===== config.mk =====
export PLATFORM = sky130hd
export DESIGN_NAME = exec_sequencer
export DESIGN_NICKNAME = d
export VERILOG_FILES = /design/src/rtl/exec_sequencer_pkg.sv /design/src/rtl/exec_sequencer_lane_mask_gen.sv /design/src/rtl/exec_sequencer.sv
export SDC_FILE = /design/constraint.sdc
export NUM_CORES = 1
export LEC_CHECK = 0
export ABC_AREA = 1
export ABC_CLOCK_PERIOD_IN_PS = 2300
export CAP_MARGIN = 10
export CORE_MARGIN = 5
export CORE_UTILIZATION = 41
export CTS_CLUSTER_DIAMETER = 60
export DETAILED_ROUTE_END_ITERATION = 6
export GPL_TIMING_DRIVEN = 1
export PLACE_DENSITY = 0.7
export SYNTH_ARGS = -nofsm -noshare
export SYNTH_HDL_FRONTEND = slang
export SYNTH_SLANG_ARGS = --single-unit
export TNS_END_PERCENT = 1

===== constraint.sdc =====
create_clock -name clk -period 2.3 [get_ports clk]
set_input_delay 0.46 -clock clk [delete_from_list [all_inputs] [get_ports clk]]
set_output_delay 0.46 -clock clk [all_outputs]
set_load 0.02 [all_outputs]

===== src/rtl/exec_sequencer_pkg.sv =====
// Shared types for the execute sequencer.
// Holds the FSM state encoding and ALU opcode width.
package exec_sequencer_pkg;

  localparam int ALU_CTRL_W = 4;

  typedef enum logic [1:0] {
    S_IDLE  = 2'd0,
    S_ISSUE = 2'd1,
    S_DONE  = 2'd2
  } exec_seq_state_t;

endpackage


===== src/rtl/exec_sequencer_lane_mask_gen.sv =====
// Tail-pass lane mask generator.
// Full mask unless last pass with a nonzero remainder.
module lane_mask_gen #(
  parameter int VECTOR_SIZE = 8,
  parameter int REM_W       = $clog2(VECTOR_SIZE)
) (
  input  logic [REM_W-1:0]       rem,
  input  logic                   last,
  output logic [VECTOR_SIZE-1:0] mask
);

  // lane i enabled when below remainder, or pass is not a short tail
  always_comb begin
    mask = '1;
    for (int i = 0; i < VECTOR_SIZE; i++) begin
      if (last && (rem != '0) && (i >= int'(rem)))
        mask[i] = 1'b0;
    end
  end

endmodule


===== src/rtl/exec_sequencer.sv =====
// Execute sequencer: splits a vector command into passes.
// One pass per VECTOR_SIZE lanes, tail pass masked.
module exec_sequencer
  import exec_sequencer_pkg::*;
#(
  parameter int WIDTH       = 8,
  parameter int VECTOR_SIZE = 8,
  parameter int LEN_WIDTH   = 8
) (
  input  logic                   clk,
  input  logic                   rst_n,
  input  logic                   cmd_valid,
  output logic                   cmd_ready,
  input  logic [ALU_CTRL_W-1:0]  cmd_alu_control,
  input  logic                   cmd_scalar,
  input  logic [LEN_WIDTH-1:0]   cmd_length,
  output logic                   issue_valid,
  input  logic                   issue_ready,
  output logic [ALU_CTRL_W-1:0]  issue_alu_control,
  output logic                   issue_use_scalar_alu,
  output logic [LEN_WIDTH-1:0]   issue_chunk,
  output logic [VECTOR_SIZE-1:0] issue_lane_mask,
  output logic                   issue_last,
  output logic                   done,
  output logic                   busy
);

  localparam int LOG2 = $clog2(VECTOR_SIZE);

  if (WIDTH < 1 || VECTOR_SIZE < 2 ||
      (VECTOR_SIZE & (VECTOR_SIZE - 1)) != 0) begin : g_bad_params
    $error("exec_sequencer: illegal WIDTH/VECTOR_SIZE");
  end

  exec_seq_state_t       state_q, state_d;
  logic [ALU_CTRL_W-1:0] alu_q, alu_d;
  logic                  sc_q, sc_d;
  logic [LOG2-1:0]       rem_q, rem_d;
  logic [LEN_WIDTH-1:0]  npass_q, npass_d;
  logic [LEN_WIDTH-1:0]  chunk_q, chunk_d;

  logic                   in_issue;
  logic                   last;
  logic [LEN_WIDTH-1:0]   vec_passes;
  logic [VECTOR_SIZE-1:0] tail_mask;

  assign in_issue   = (state_q == S_ISSUE);
  assign last       = in_issue &&
                      (chunk_q == npass_q - LEN_WIDTH'(1));
  assign vec_passes = (cmd_length >> LOG2) +
                      LEN_WIDTH'(|cmd_length[LOG2-1:0]);

  lane_mask_gen #(
    .VECTOR_SIZE(VECTOR_SIZE),
    .REM_W      (LOG2)
  ) u_mask (
    .rem (rem_q),
    .last(last && !sc_q),
    .mask(tail_mask)
  );

  // next-state and latched command fields
  always_comb begin
    state_d = state_q;
    alu_d   = alu_q;
    sc_d    = sc_q;
    rem_d   = rem_q;
    npass_d = npass_q;
    chunk_d = chunk_q;
    unique case (state_q)
      S_IDLE: begin
        if (cmd_valid) begin
          alu_d   = cmd_alu_control;
          sc_d    = cmd_scalar;
          rem_d   = cmd_length[LOG2-1:0];
          npass_d = cmd_scalar ? LEN_WIDTH'(1) : vec_passes;
          chunk_d = '0;
          if (!cmd_scalar && cmd_length == '0)
            state_d = S_DONE;
          else
            state_d = S_ISSUE;
        end
      end
      S_ISSUE: begin
        if (issue_ready) begin
          if (last) begin
            state_d = S_DONE;
            chunk_d = '0;
          end else begin
            chunk_d = chunk_q + LEN_WIDTH'(1);
          end
        end
      end
      S_DONE:  state_d = S_IDLE;
      default: state_d = S_IDLE;
    endcase
  end

  // state registers, cleared asynchronously
  always_ff @(posedge clk or negedge rst_n) begin
    if (!rst_n) begin
      state_q <= S_IDLE;
      alu_q   <= '0;
      sc_q    <= 1'b0;
      rem_q   <= '0;
      npass_q <= '0;
      chunk_q <= '0;
    end else begin
      state_q <= state_d;
      alu_q   <= alu_d;
      sc_q    <= sc_d;
      rem_q   <= rem_d;
      npass_q <= npass_d;
      chunk_q <= chunk_d;
    end
  end

  assign cmd_ready            = (state_q == S_IDLE);
  assign busy                 = (state_q != S_IDLE);
  assign done                 = (state_q == S_DONE);
  assign issue_valid          = in_issue;
  assign issue_last           = last;
  assign issue_chunk          = chunk_q;
  assign issue_alu_control    = alu_q;
  assign issue_use_scalar_alu = sc_q;
  assign issue_lane_mask      = in_issue ? tail_mask : '0;

endmodule


---- Word-level counts from Yosys, hierarchy flattened ----
Index checks and enable logic that the tools add are counted.
storage, ports and cells
  bits in registers ....................... 26
  input port bits ......................... 17
  logic and storage cells ................. 63
operators by class
  $add $sub $neg .......................... 3
  magnitude comparators ................... 7
  eq/ne operators ......................... 6
  muxes and demuxes ....................... 19
  reduce and logical (&&, ||, !) cells .... 22
operators by type and width
  kind                 number
  $mux 8               4
  $pmux 8 s2           1
  $logic_and 1x1->1    11
  $ge 3x3->1 const A   3
  $add 8x1->8 const B  1
  $eq 8x8->1           1
  $logic_not 8->1      1
  $mux 1               8
  $mux 2               4
  $sub 8x1->8 const B  1
  $add 5x1->6          1
  $ge 1x3->1 const A   2
  $ge 2x3->1 const A   2
  $mux 6               1
  $reduce_and 3->1     2
  $ne 2x2->1 const B   2
  $pmux 2 s2           1
  $reduce_bool 2->1    2
  $reduce_bool 3->1    1
  $reduce_or 3->1      1
  $eq 2x1->1 const B   1
  $eq 2x2->1 const B   1
  $logic_not 1->1      2
  $logic_not 2->1      1
  2 further kinds      2

---- Depth between registers and ports, before layout ----
Gate-level depths: netlist (run 1).
  depth after elaboration ................. 8
  gate-level depth with buffers ........... 12
  mapped depth without buffers ............ 12

---- By module ----
A second synthesis (run 1) with hierarchy kept.
unflattened totals
  cells, all modules ...................... 247
  area total of the unflattened synthesis .. 1685.4 um^2
by module, submodules not included
  module          times used  cells each  area each (um^2)
  exec_sequencer  1           229         1596.5
  lane_mask_gen   1           18          88.8

---- Worst setup path after synthesis (run 1) ----
OpenSTA, ideal clock, no wires.
  path type ............................... register to output
  start ................................... register npass_q[0]
  end ..................................... output issue_lane_mask[4]
  arrival time ............................ 1589 ps
  data required time ...................... 1840 ps
  setup slack ............................. 251 ps
  cell stages (with the launch flop) ...... 12
  path buffers ............................ 0
  cells stage by stage .................... dfrtp_1 -> inv_1 -> ha_1 -> inv_1 -> nand2_1 -> nand2_1 -> nand2_1 -> nand2_1 -> nor2_1 -> nand4_1 -> nand2_2 -> o21ai_0
between the ends
  longest elaborated chain between the ends .. 8
ends and longest elaborated chain
  what                            RTL line                            source
  start: declaration              exec_sequencer.sv:39                logic [LEN_WIDTH-1:0] npass_q, npass_d;
  start signal: assignment        exec_sequencer.sv:113               npass_q <= npass_d;
  $sub 8x1->8                     exec_sequencer.sv:49                (chunk_q == npass_q - LEN_WIDTH'(1));
  $eq 8x8->1                      exec_sequencer.sv:49
  $logic_and 1x1->1               exec_sequencer.sv:48                assign last = in_issue &&
  $logic_and 1x1->1               exec_sequencer.sv:58                .last(last && !sc_q),
  $logic_and 1x1->1 (2 in a row)  exec_sequencer_lane_mask_gen.sv:16  if (last && (rem != '0) && (i >= int'(rem)))
  $mux 1                          exec_sequencer_lane_mask_gen.sv:16
  $mux 8                          exec_sequencer.sv:126               assign issue_lane_mask = in_issue ? tail_mask : '0;
  end: declaration                exec_sequencer.sv:22                output logic [VECTOR_SIZE-1:0] issue_lane_mask,
No other way between the ends.

---- Worst setup path in the final report (run 1) ----
  start ................................... register npass_q[1]
  end ..................................... output issue_lane_mask[4]
The elaborated chain is that of the path after synthesis.

==> flow_summary_export.csv, run 1 <==
group,metric,value,unit
clock_network,cts_max_level,1,
placed_design,dp_hpwl,3000,um
setup_path,rr_worst_depth,9,
drt,drc,0,
grt,grt_pass1_wl,6500,um
clock_network,root_buffer,"clkbuf_8",
floorplan,start_util,42.0,%
floorplan,pin_count,43,
drt,antenna_left,0,
yosys,yosysUniqueCellTypes,28,
yosys,synthCells,211,
finish,syn_to_final_growth,40.5,%
drt,wl,3760,um
min_path,hold_start,"issue_alu_control[2]",
yosys,syn-num-nets,232,
sta,hold_slack,0.475,ns
setup_path,cp_max_fo,7,
yosys,synth_top_cell_area_share,39.3,%
floorplan,die_area,5050,sq um
grt,overflow,0,
pwr,p_per_area,1110,nW/um^2
drt,avgRoutedWirePerCell,11.9,um
clock_network,clk_path_buf_depth,2,
sta,slew_headroom,79.4,%
setup_path,cp-end-kind,"primary output",
setup_path,worstSetupPathType,"flop to primary output",
finish,n_fill_cell,350,
sta,worst_pin_slew,0.310,ns
min_path,min_to,"issue_alu_control[2]",
sta,fin_crit,2.29,ns
yosys,synth-async-reset-ratio,100,%
sta,fmax,0.436,GHz
sta,period_share,99.7,%
floorplan,die_w,71.0,um
yosys,synth_commonest_cells,"65 x nand2_1, 24 x dfrtp_1, 21 x inv_1",
floorplan,die_h,71.0,um
clock_network,cts_buffers,3,
setup_path,startpoint,"npass_q[1]",
drt,viasPerCell,4.63,
sta,clock_skew,0.00325,ns
clock_network,clkLatencyLatePin,0.26,ns
clock_network,cts_tree,"done",
clock_network,postCtsSetupBuffers,0,
clock_network,clock_sinks,24,
pwr,peakVddDrop,0.584,mV
finish,seq_area,601,sq um
setup_path,cp.required,1.84,ns
drt,vias,1467,
sta,drv_slew,0,
yosys,synth_area_leaders,"dfrtp_1 39%, nand2_1 16%, nand3_1 5.2%, inv_1 5.2%, xor2_1 4.6%",
yosys,yosys.area.top_type,"dfrtp_1",
yosys,synth_warnings,0,
drt,first_pass_iters,4,
yosys,synth_edf_count,0,
sta,rsz0062_at_grt,"yes",
yosys,seq_area_frac_synth,39.3,%
finish,final_nets,292,
floorplan,row_count,22,
min_path,hold_path_depth,2,
grt,first_global_vias,1425,
setup_path,start_kind,"flop",
flow_run,maxCapViolCount,0,
finish,diodes,0,
grt,antenna_found_initial,0,
clock_network,clk_pin_slew,0.08,ns
setup_path,r2r_start,"state_q[1]",
finish,final_layout_size_suffix_gt1_share,19.0,%
yosys,syn-cell-area,1530,sq um
yosys,ys_ff_latch,24,
pwr,design_power_total,2380,uW
yosys,synthMostInstantiatedCell,"nand2_1",
finish,multi_input_area,837,sq um
setup_path,r2r_setup_slack,0.60,ns
grt,grt_usage,16.0,%
yosys,ys.flop_type,"dfrtp_1",
drt,drt_iter0_markers,72,
outcome,status,"finished, final reports clean",
placed_design,gp_congestion,0.790,
yosys,avgSynthCellArea,7.24,sq um
setup_path,r2r-end,"issue_chunk[5]",
placed_design,port_buffers,42,
grt,grt_max_degree,25,
sta,setup_viol,0,
sta,finalHoldViolations,0,
min_path,hold_class,"flop to flop",
sta,final.setup.tns,0,ns
pwr,power.leakage,0.00103,uW
setup_path,crit_arrival,1.83,ns
floorplan,coreArea,3630,sq um
worst max path at each step:
stage                         end  slack [ns]
6_report       issue_lane_mask[4]       0.006
5_1_grt        issue_lane_mask[4]       -0.16
4_1_cts        issue_lane_mask[7]       -0.04
3_5_place_dp   issue_lane_mask[5]       -0.15
3_3_place_gp   issue_lane_mask[5]       -0.11
2_1_floorplan  issue_lane_mask[4]        0.25
cell usage in the layout, fill, tap and decap left out, types with 4 or more instances in the layout:
cell type	instances
nor2_1	16
buf_4	17
o21ai_1	4
a21oi_1	9
xor2_1	8
nor2_2	7
inv_2	6
nand3_1	16
nand2_1	65
inv_1	19
clkdlybuf4s50_1	34
dfrtp_1	24
buf_2	6
o21ai_0	7
worst max-delay path, cell delays in order (launching register included):
cell and delay, ns:
dfrtp_1 0.39, buf_4 0.15, nor2_4 0.09, nand2_1 0.07, inv_1 0.06, nand2_1 0.04, nand2_1 0.05, nand2_1 0.07
nor2_2 0.14, nand4_1 0.12, nand2_2 0.13, o21ai_0 0.09, buf_2 0.16
timing repair:
action / CTS / global route
hold buffers: 0 / 0
pin swaps: 2 / 3
setup endpoints to repair: 8 / 8
resized for setup: 37 / 11
cell families (layout without fill, tap and decap cells):
| logic type | Yosys count | count (layout) | share of synthesized area (%) |
|---|---|---|---|
| buffers and inverters | 29 | 87 | 7.70 |
| AND/OR/NAND/NOR | 122 | 122 | 36.2 |
| adder cells (fa/ha/maj) | 4 | 4 | 3.28 |
| XOR/XNOR | 10 | 10 | 5.73 |
| flip-flops | 24 | 24 | 39.3 |
| AO/OA/AOI/OAI | 22 | 22 | 7.78 |
per-stage QoR:
stage                     setup slack, ns  utilization, %  instance area, sq um  cells
final                             0.00604            59.1                  2150    317
after CTS                         -0.0447            58.8                  2140    317
after detailed placement           -0.148            58.0                  2110    314
after global placement             -0.111            58.0                  2110    314
after floorplan                     0.251               -                  1530    211
after global routing               -0.156            59.1                  2150    317
layer usage:
layer  vias to the layer above  track usage (%)  share of wire (%)  wire length, um
li1                        786                -                  -                -
met1                       652             21.3                 47             1760
met2                        25             27.2                 49             1850
met3                         4             1.70                3.0              111
met4                         0             5.01                1.1               43
met5                         -                0                  0                0
cell type report:
| cell class | count | area share, % |
|---|---|---|
| Sequential cell | 24 | 28.0 |
| Timing Repair Buffer | 58 | 23.7 |
| Inverter | 26 | 4.55 |
| Multi-Input combinational cell | 158 | 39.0 |
| Tap cell | 48 | 2.80 |
| Clock buffer | 3 | 1.92 |
where the power goes:
part / internal [uW] / leakage, uW / total [uW] / switching, uW
clock network: 117 / 0.0000216 / 240 / 123
logic: 642 / 0.000715 / 1370 / 727
registers: 592 / 0.000291 / 769 / 178
sequential cells by signal, summed over array words and instances, names as in the netlist:
| name | cells |
|---|---|
| rem_q | 3 |
| issue_use_scalar_alu | 1 |
| state_q | 2 |
| issue_alu_control | 4 |
| issue_chunk | 8 |
| npass_q | 6 |
(Power assumes the default switching activity.)
==> run 2, diff against run 1 <==
- CTS_CLUSTER_SIZE: default -> 16
- SLEW_MARGIN: default -> 20
==> results of run 2 <==
The final DEF is identical to that of run 1; final timing and power are the same.
